## src/rtl/oqpsk_pkg.sv

```systemverilog
// Shared types and helpers for the parametrised OQPSK raised-cosine modulator.
// Sign states for the I/Q symbols and the pulse-shape coefficient generator used to fill the ROM.
package oqpsk_pkg;

    typedef enum logic [1:0] {
        INACTIVE = 2'd0,
        POS      = 2'd1,
        NEG      = 2'd2
    } sign_t;

    // Rounded raised-cosine tap; the small bias keeps exact .5 values from rounding down on float error.
    function automatic int rcos_coef(input int n, input int sps, input int coef_w);
        real amp;
        real ph;
        amp = real'((1 << coef_w) - 1);
        ph  = 2.0 * 3.14159265358979323846 * real'(n) / real'(sps);
        return $rtoi(amp * 0.5 * (1.0 - $cos(ph)) + 0.5 + 1.0e-6);
    endfunction

endpackage

```

## src/rtl/oqpsk_rcos_mod_param_rom.sv

```systemverilog
// SPS-entry raised-cosine coefficient ROM with two independently addressed registered read ports.
module rcos_coef_rom
    import oqpsk_pkg::*;
#(
    parameter int SPS    = 64,
    parameter int COEF_W = 12,
    localparam int ADDR_W = $clog2(SPS)
) (
    input  logic              clk,
    input  logic              rst,
    input  logic [ADDR_W-1:0] addr_i,
    input  logic [ADDR_W-1:0] addr_q,
    output logic [COEF_W-1:0] coef_i,
    output logic [COEF_W-1:0] coef_q
);

    logic [COEF_W-1:0] rom [SPS];

    for (genvar n = 0; n < SPS; n++) begin : g_rom
        assign rom[n] = COEF_W'(rcos_coef(n, SPS, COEF_W));
    end

    always_ff @(posedge clk) begin
        if (rst) begin
            coef_i <= '0;
            coef_q <= '0;
        end else begin
            coef_i <= rom[addr_i];
            coef_q <= rom[addr_q];
        end
    end

endmodule

```

## src/rtl/oqpsk_rcos_mod_param.sv

```systemverilog
// OQPSK/QPSK modulator: serial bit FIFO, symbol pairing, sample counter and a
// two-stage pipe (coefficient read, then sign application) from request to output.
module oqpsk_rcos_mod_param
    import oqpsk_pkg::*;
#(
    parameter int SPS        = 64,
    parameter int COEF_W     = 12,
    parameter int FIFO_DEPTH = 8,
    localparam int ADDR_W    = $clog2(SPS),
    localparam int OUT_W     = COEF_W + 1
) (
    input  logic                    ACK,
    input  logic                    RST,
    input  logic                    EN,
    input  logic                    OFFSET_EN,
    input  logic                    Bit_In,
    input  logic                    BIT_VALID,
    output logic                    BIT_READY,
    input  logic                    REQ_SAMPLE,
    output logic                    SAMPLE_VALID,
    output logic signed [OUT_W-1:0] I,
    output logic signed [OUT_W-1:0] Q,
    output logic [ADDR_W-1:0]       addI,
    output logic [ADDR_W-1:0]       addQ,
    output logic                    UNDERRUN
);

    localparam int PTR_W = $clog2(FIFO_DEPTH);
    localparam int CNT_W = PTR_W + 1;
    localparam logic [ADDR_W-1:0] HALF = ADDR_W'(SPS / 2);

    // Bit input handshake: a bit transfers on any cycle where BIT_VALID and BIT_READY are both high;
    // BIT_READY depends only on the registered fill level, so a pop in the same cycle never frees a slot early.
    logic [FIFO_DEPTH-1:0] fifo_mem;
    logic [PTR_W-1:0]      wr_ptr;
    logic [PTR_W-1:0]      rd_ptr;
    logic [CNT_W-1:0]      count;
    logic                  push;
    logic                  pop;
    logic                  bit0;
    logic                  bit1;

    assign BIT_READY = (count < CNT_W'(FIFO_DEPTH));
    assign push      = BIT_VALID & BIT_READY;
    assign bit0      = fifo_mem[rd_ptr];
    assign bit1      = fifo_mem[rd_ptr + PTR_W'(1)];

    logic              req_acc;
    logic [ADDR_W-1:0] k;
    logic [ADDR_W-1:0] q_idx;
    logic              i_bnd;
    logic              q_bnd;
    logic              have_sym;

    assign req_acc  = REQ_SAMPLE & EN;
    assign q_idx    = OFFSET_EN ? k + HALF : k;
    assign i_bnd    = req_acc && (k == '0);
    assign q_bnd    = req_acc && (q_idx == '0);
    assign have_sym = (count >= CNT_W'(2));
    assign pop      = i_bnd & have_sym;

    sign_t i_state, i_state_n;
    sign_t q_pend, q_pend_n;
    sign_t q_state, q_state_n;
    logic  underrun_n;

    always_comb begin
        i_state_n  = i_state;
        q_pend_n   = q_pend;
        q_state_n  = q_state;
        underrun_n = 1'b0;
        if (i_bnd) begin
            if (have_sym) begin
                i_state_n = bit0 ? POS : NEG;
                q_pend_n  = bit1 ? POS : NEG;
            end else begin
                i_state_n  = INACTIVE;
                q_pend_n   = INACTIVE;
                underrun_n = 1'b1;
            end
        end
        // In QPSK this picks up the symbol popped on the same request; in OQPSK q_pend_n equals q_pend here.
        if (q_bnd) begin
            q_state_n = q_pend_n;
        end
    end

    always_ff @(posedge ACK) begin
        if (RST) begin
            fifo_mem <= '0;
            wr_ptr   <= '0;
            rd_ptr   <= '0;
            count    <= '0;
            k        <= '0;
            i_state  <= INACTIVE;
            q_pend   <= INACTIVE;
            q_state  <= INACTIVE;
        end else begin
            if (push) begin
                fifo_mem[wr_ptr] <= Bit_In;
                wr_ptr           <= wr_ptr + PTR_W'(1);
            end
            if (pop) begin
                rd_ptr <= rd_ptr + PTR_W'(2);
            end
            count <= count + CNT_W'(push) - (pop ? CNT_W'(2) : CNT_W'(0));
            if (req_acc) begin
                k <= k + ADDR_W'(1);
            end
            i_state <= i_state_n;
            q_pend  <= q_pend_n;
            q_state <= q_state_n;
        end
    end

    logic [COEF_W-1:0] coef_i;
    logic [COEF_W-1:0] coef_q;

    rcos_coef_rom #(
        .SPS    (SPS),
        .COEF_W (COEF_W)
    ) u_rom (
        .clk    (ACK),
        .rst    (RST),
        .addr_i (k),
        .addr_q (q_idx),
        .coef_i (coef_i),
        .coef_q (coef_q)
    );

    logic              s1_valid;
    logic              s1_underrun;
    logic [ADDR_W-1:0] s1_addr_i;
    logic [ADDR_W-1:0] s1_addr_q;
    sign_t             s1_sign_i;
    sign_t             s1_sign_q;

    function automatic logic signed [OUT_W-1:0] shape(input sign_t s, input logic [COEF_W-1:0] c);
        logic signed [OUT_W-1:0] mag;
        mag = signed'({1'b0, c});
        case (s)
            POS:     return mag;
            NEG:     return -mag;
            default: return '0;
        endcase
    endfunction

    // Pipe stages are not gated by EN so requests already accepted always drain.
    always_ff @(posedge ACK) begin
        if (RST) begin
            s1_valid     <= 1'b0;
            s1_underrun  <= 1'b0;
            s1_addr_i    <= '0;
            s1_addr_q    <= '0;
            s1_sign_i    <= INACTIVE;
            s1_sign_q    <= INACTIVE;
            SAMPLE_VALID <= 1'b0;
            UNDERRUN     <= 1'b0;
            I            <= '0;
            Q            <= '0;
            addI         <= '0;
            addQ         <= '0;
        end else begin
            s1_valid     <= req_acc;
            s1_underrun  <= underrun_n;
            s1_addr_i    <= k;
            s1_addr_q    <= q_idx;
            s1_sign_i    <= i_state_n;
            s1_sign_q    <= q_state_n;
            SAMPLE_VALID <= s1_valid;
            UNDERRUN     <= s1_valid & s1_underrun;
            if (s1_valid) begin
                I    <= shape(s1_sign_i, coef_i);
                Q    <= shape(s1_sign_q, coef_q);
                addI <= s1_addr_i;
                addQ <= s1_addr_q;
            end
        end
    end

endmodule

```

## config.mk

```make
export PLATFORM = sky130hd
export DESIGN_NAME = oqpsk_rcos_mod_param
export DESIGN_NICKNAME = d
export VERILOG_FILES = /design/src/rtl/oqpsk_pkg.sv /design/src/rtl/oqpsk_rcos_mod_param_rom.sv /design/src/rtl/oqpsk_rcos_mod_param.sv
export SDC_FILE = /design/constraint.sdc
export NUM_CORES = 1
export LEC_CHECK = 0
export CAP_MARGIN = 15
export CORE_MARGIN = 8
export CORE_UTILIZATION = 45
export DETAILED_ROUTE_END_ITERATION = 10
export REMOVE_ABC_BUFFERS = 1
export SETUP_SLACK_MARGIN = 0.2
export SYNTH_ARGS = -nofsm -noshare
export SYNTH_HDL_FRONTEND = slang
export SYNTH_SLANG_ARGS = --single-unit
```

## constraint.sdc

```tcl
create_clock -name ACK -period 4.3 [get_ports ACK]
set_clock_uncertainty 0.05 [all_clocks]
set_input_delay 1.075 -clock ACK [delete_from_list [all_inputs] [get_ports ACK]]
set_output_delay 1.075 -clock ACK [all_outputs]
set_load 0.1 [all_outputs]
```

Word-level counts from Yosys, hierarchy flattened
Memories as Yosys holds them, arrays and structs flattened. A register that Yosys moved wholly into a read port is not among the register bits.
Index checks and enable logic that the tools add are counted.
{"block": "totals", "reg_bits": 84, "romBits": 1536, "inputBits": 7, "out_inout_bits": 41, "elab_cells": 69, "memories": 2}
{"block": "op_classes", "addsub": 9, "n_lt_le_gt_ge": 6, "n_eq_ne": 4, "mux": 17, "bitwise_logic": 7, "reduce_logical": 6}
{"name": "(no name shown)", "depth": 64, "word_bits": 12, "rd": 1, "rd_ports_with_merged_regs": 1, "write_ports": 0, "line": "oqpsk_rcos_mod_param_rom.sv:28", "rtl": "coef_i <= rom[addr_i];"}
{"name": "(no name shown)", "depth": 64, "word_bits": 12, "rd": 1, "rd_ports_with_merged_regs": 1, "write_ports": 0, "line": "oqpsk_rcos_mod_param_rom.sv:29", "rtl": "coef_q <= rom[addr_q];"}
{"cell": "13-bit case mux with 2 select lines", "n": 2}
{"cell": "12-bit negator with 13-bit output", "n": 2}
{"cell": "6-bit inverter with 7-bit output", "n": 2}
{"cell": "6-bit zero test", "n": 2}
{"cell": "3-bit by 4-bit < comparator with 1-bit output, second input constant", "n": 3}
{"cell": "2-bit 2-to-1 mux", "n": 6}
{"cell": "8-bit bitwise mux", "n": 1}
{"cell": "3-bit by 1-bit adder with 3-bit output, second input constant", "n": 2}
{"cell": "6-bit by 1-bit adder with 6-bit output, second input constant", "n": 1}
{"cell": "6-bit adder, second input constant", "n": 1}
{"cell": "1-bit binary-select mux with 3-bit select", "n": 2}
{"cell": "6-bit 2-to-1 mux", "n": 1}
{"cell": "4-bit by 1-bit adder with 4-bit output", "n": 1}
{"cell": "1-bit AND", "n": 4}
{"cell": "2-bit by 1-bit equality test with 1-bit output, second input constant", "n": 2}
{"cell": "2-bit equality test, second input constant", "n": 2}
{"cell": "4-bit by 2-bit greater-or-equal comparator with 1-bit output, second input constant", "n": 1}
{"cell": "4-bit < comparator, second input constant", "n": 1}
{"cell": "1-bit 2-to-1 mux", "n": 4}
{"cell": "4-bit by 2-bit subtractor with 4-bit output", "n": 1}
{"cell": "3-bit by 2-bit adder with 3-bit output, second input constant", "n": 1}
{"cell": "1-bit demux with 3-bit select", "n": 1}
{"cell": "3-bit by 1-bit greater-or-equal comparator with 1-bit output, second input constant", "n": 1}
{"cell": "1-bit logical AND", "n": 3}
{"cell": "2 further kinds", "n": 2}

Longest topological paths before layout
{"block": "logic_depth", "depth_word": 6, "depth_mapped": 13, "ltp_nobuf": 11}

Cells and area by module
From an unflattened synthesis, not the netlist that was laid out.
{"block": "unflattened", "hier_cells": 784, "hier_area_um2": 6662.6}
{"module": "oqpsk_rcos_mod_param", "instances": 1, "cells_each": 382, "area_per_inst_um2": 3480.8, "seq_area_each_um2": 1461.4}
{"module": "rcos_coef_rom", "instances": 1, "cells_each": 402, "area_per_inst_um2": 3181.8, "seq_area_each_um2": 480.5}

Worst setup path after synthesis
OpenSTA, ideal clock, no wires.
{"block": "synth_timing", "path_kind": "reg2reg", "from": "reg k[0]", "to": "reg count[3]", "setup_time_ns": 0.128, "arrival_time_ns": 2.891, "t_required_ns": 4.122, "setup_slack_ns": 1.232, "stages_incl_launch_ff": 13, "path_buffers": 1, "synth_period_minus_slack_ns": 3.068, "path_cell_list": "dfxtp_1 clkbuf_1 inv_1 ha_1 or3b_4 nor4_1 nand2_1 ha_1 ha_1 o21a_1 nor2_1 xnor2_1 nor2_1"}
{"block": "synth_between", "elab_chain_len": 5}
{"element": "from (decl)", "line": "oqpsk_rcos_mod_param.sv:49", "rtl": "logic [ADDR_W-1:0] k;"}
{"element": "from (signal assigned)", "line": "oqpsk_rcos_mod_param.sv:108", "rtl": "k <= k + ADDR_W'(1);"}
{"element": "6-bit zero test", "line": "oqpsk_rcos_mod_param.sv:57", "rtl": "assign i_bnd = req_acc && (k == '0);"}
{"element": "1-bit logical AND", "line": "oqpsk_rcos_mod_param.sv:57"}
{"element": "1-bit AND", "line": "oqpsk_rcos_mod_param.sv:60", "rtl": "assign pop = i_bnd & have_sym;"}
{"element": "2-bit 2-to-1 mux", "line": "oqpsk_rcos_mod_param.sv:106", "rtl": "count <= count + CNT_W'(push) - (pop ? CNT_W'(2) : CNT_W'(0));"}
{"element": "4-bit by 2-bit subtractor with 4-bit output", "line": "oqpsk_rcos_mod_param.sv:106"}
{"element": "to (signal assigned)", "line": "oqpsk_rcos_mod_param.sv:106"}
{"element": "to (decl)", "line": "oqpsk_rcos_mod_param.sv:37", "rtl": "logic [CNT_W-1:0] count;"}
No other way between the ends.
A chain may end at the register's enable or synchronous reset.

Worst setup path after layout
{"block": "layout_timing", "from": "reg k[1]", "to": "reg count[3]"}
Same word-level chain as after synthesis.

==> results.yml <==
synth:
  ys.flop_type: "dfxtp_1"
  syn_area_sq_um: 5260
  syn_inst: 625
  synth_seq_cells: 97
  yosys_warnings: 0
  async_flop_share: 0
  synth_area_per_cell_sq_um: 8.42
  synth_edf_count: 0
  synth_cell_type_count: 59
  ys_seq_area_frac: 0.369
cts:
  cts_buffer_depth: 2
  insertion_delay_ns: 0.34
  cts_made_buffers: 9
  cts.clk_slew.worst_paths_ns: 0.07
  cts_tree: "yes"
  cts.sinks: 97
  ctsHoldBuffers: 0
  htree_levels: 3
  clock_tree.root_cell: "clkbuf_16"
  ctsResizeCount: 0
  cts_setup_buffers: 0
power_and_ir_drop:
  power.density_cell_area_nw_per_um2: 381
  totalPowerFinal_mw: 2.32
  p_leak_nw: 2.26
  ir_drop_mv: 0.253
detailed_routing:
  via_count: 4514
  drtIter0Drc: 379
  route.detailed.drc: 0
  drt_first_pass_iters: 5
  vias_per_cell: 5.75
  drt-total-wl_um: 12800
  wire_per_inst_um: 16.4
  ant_nets: 0
setup_path:
  worst_setup_path_end_kind: "register"
  crit_path_start_kind: "register"
  critPathKind: "reg -> reg"
  rrSetupSlack_ns: 0.84
  critical_path.reg2reg.startpoint: "k[1]$_SDFFE_PP0P_"
  crit_arrival_ns: 3.63
  timing.rr.end: "count[3]$_SDFF_PP0_"
  crit_start: "k[1]$_SDFFE_PP0P_"
  cp_max_fo: 24
  r2r.worst_path.cells: 11
  worstPathRequired_ns: 4.46
floorplan:
  fp-row-count: 39
  die_w_um: 124
  dieArea_sq_um: 15400
  chipHeight_um: 124
  initial_core_util: 0.461
  ios: 48
  coreArea_sq_um: 11400
timing:
  setup_violations: 0
  timing.fmax_mhz: 289
  worstMarginPinSlew_ns: 0.984
  rsz0062_at_grt: "no"
  maxSlewHeadroom: 0.342
  finalHoldViolations: 0
  drv_slew: 0
  post-route-period-util: 0.805
  layout_min_cycle_time_ns: 3.46
  fin_setup_tns_ns: 0
  setup_ws_ns: 0.838
global_routing:
  busiest_layer: "met2"
  grt_max_degree: 61
  grt_overflow: 0
  use_met1: 0.226
  antenna_found_initial: 0
  grt_pass1_wl_um: 20800
  grtUsageTotal: 0.171
  use_met2: 0.271
  met3_usage: 0.0385
  grt_pass1_vias: 4045
min_path:
  holdPathEnd: "Q[4]$_SDFFE_PP0P_"
  hold_depth: 2
  hold_path_startpoint: "Q[4]$_SDFFE_PP0P_"
  hold_class: "reg -> reg"
placement:
  dp_slack_ns: 0.701
  routabilityCongestion: 0.928
  dp.cells: 769
  port_buffers: 47
  hpwl_um: 9190
flow_run:
  max_cap_viol_count: 0
finish:
  final_cell_mix: "dfxtp_1, nor2_1, nand2_1"
  layout_commonest_cell: "dfxtp_1"
  nets: 669
  finalNonFillerCells: 785
  utilization: 0.533
  final_layout_size_suffix_gt1_frac: 0.0592
  syn2layout_area_growth_pct: 15.7
  antenna_cells: 0
status:
  status: "completed"
==> kinds of logic after synthesis <==
kind of cell               after synthesis  share of synthesized area
muxes                                   33                     0.0851
and+or+nand+nor                        216                      0.190
adders and majority gates               25                     0.0595
buffers and inverters                   75                     0.0595
DFF                                     97                      0.369
AOI/OAI and AO/OA                      157                      0.200
xor gates and xnor gates                22                     0.0366
==> worst max-delay path, cell delays in order, from the launching register on <==
cell and delay [ns]:
dfxtp_1 0.58, inv_1 0.26, ha_1 0.28, or3b_4 0.43
nor4_1 0.54, nand2_1 0.22, ha_1 0.24, ha_1 0.30
o21a_1 0.11, nor2_1 0.14, xnor2_1 0.13, nor2_1 0.05
==> synthesized netlist by cell type, drive strengths merged (10+ instances only) <==
cell type	count	share of area
o22ai	25	0.030
ha	25	0.059
nor2	90	0.065
a211oi	15	0.022
nor3	12	0.011
xor2	12	0.020
nand2	49	0.035
a21oi	29	0.028
inv	22	0.016
o21ai	27	0.026
buf	21	0.021
a22oi	10	0.015
nand3	11	0.010
xnor2	10	0.017
dfxtp	97	0.37
clkbuf	30	0.021
nor2b	13	0.015
mux2i	23	0.044
==> registers in the layout (all words and copies together), names as in the netlist <==
register      count
I                13
Q                13
SAMPLE_VALID      1
UNDERRUN          1
addI              6
addQ              1
count             4
fifo_mem          8
k                 6
q_pend            2
rd_ptr            2
s1_addr_i         6
s1_addr_q         1
s1_sign_i         2
s1_sign_q         2
s1_underrun       1
s1_valid          1
u_rom.coef_i     12
u_rom.coef_q     12
wr_ptr            3
==> where the power goes <==
group	internal (mW)	switching, mW
combinational	0.146	0.222
clock	0.628	0.338
sequential	0.940	0.0423
total	1.71	0.603
==> worst max path at each step <==
| stage | end | cells after the start | slack [ns] |
|---|---|---|---|
| final | count[3]$_SDFF_PP0_ | 11 | 0.84 |
| after floorplan | count[3]$_SDFF_PP0_ | 11 | 1.35 |
| after CTS | count[3]$_SDFF_PP0_ | 11 | 0.89 |
| after global routing | count[3]$_SDFF_PP0_ | 11 | 0.65 |
| after global placement | count[3]$_SDFF_PP0_ | 10 | 0.84 |
| after detailed placement | count[3]$_SDFF_PP0_ | 10 | 0.70 |
==> through the flow <==
step,hold WS [ns],area (sq um)
floorplan,0.387,5040
global placement,0.400,5720
detailed placement,0.408,5720
CTS,0.421,6090
global route,0.431,6090
finish,0.414,6090
==> layout make-up <==
cell class / count / area (sq um)
clock inverters: 7 / 141
flip-flops and latches: 97 / 1940
repair buffers: 52 / 503
fillers: 1077 / 5330
multi-input cells: 453 / 3010
clock buffers: 9 / 225
well taps: 143 / 179
inverters: 24 / 90.1
==> metal layers <==
metal | up-vias | share of wire
li1 | 2260 | -
met1 | 2095 | 0.47
met2 | 145 | 0.46
met3 | 14 | 0.060
met4 | 0 | 0.016
met5 | - | 0
(Power assumes the default switching activity.)
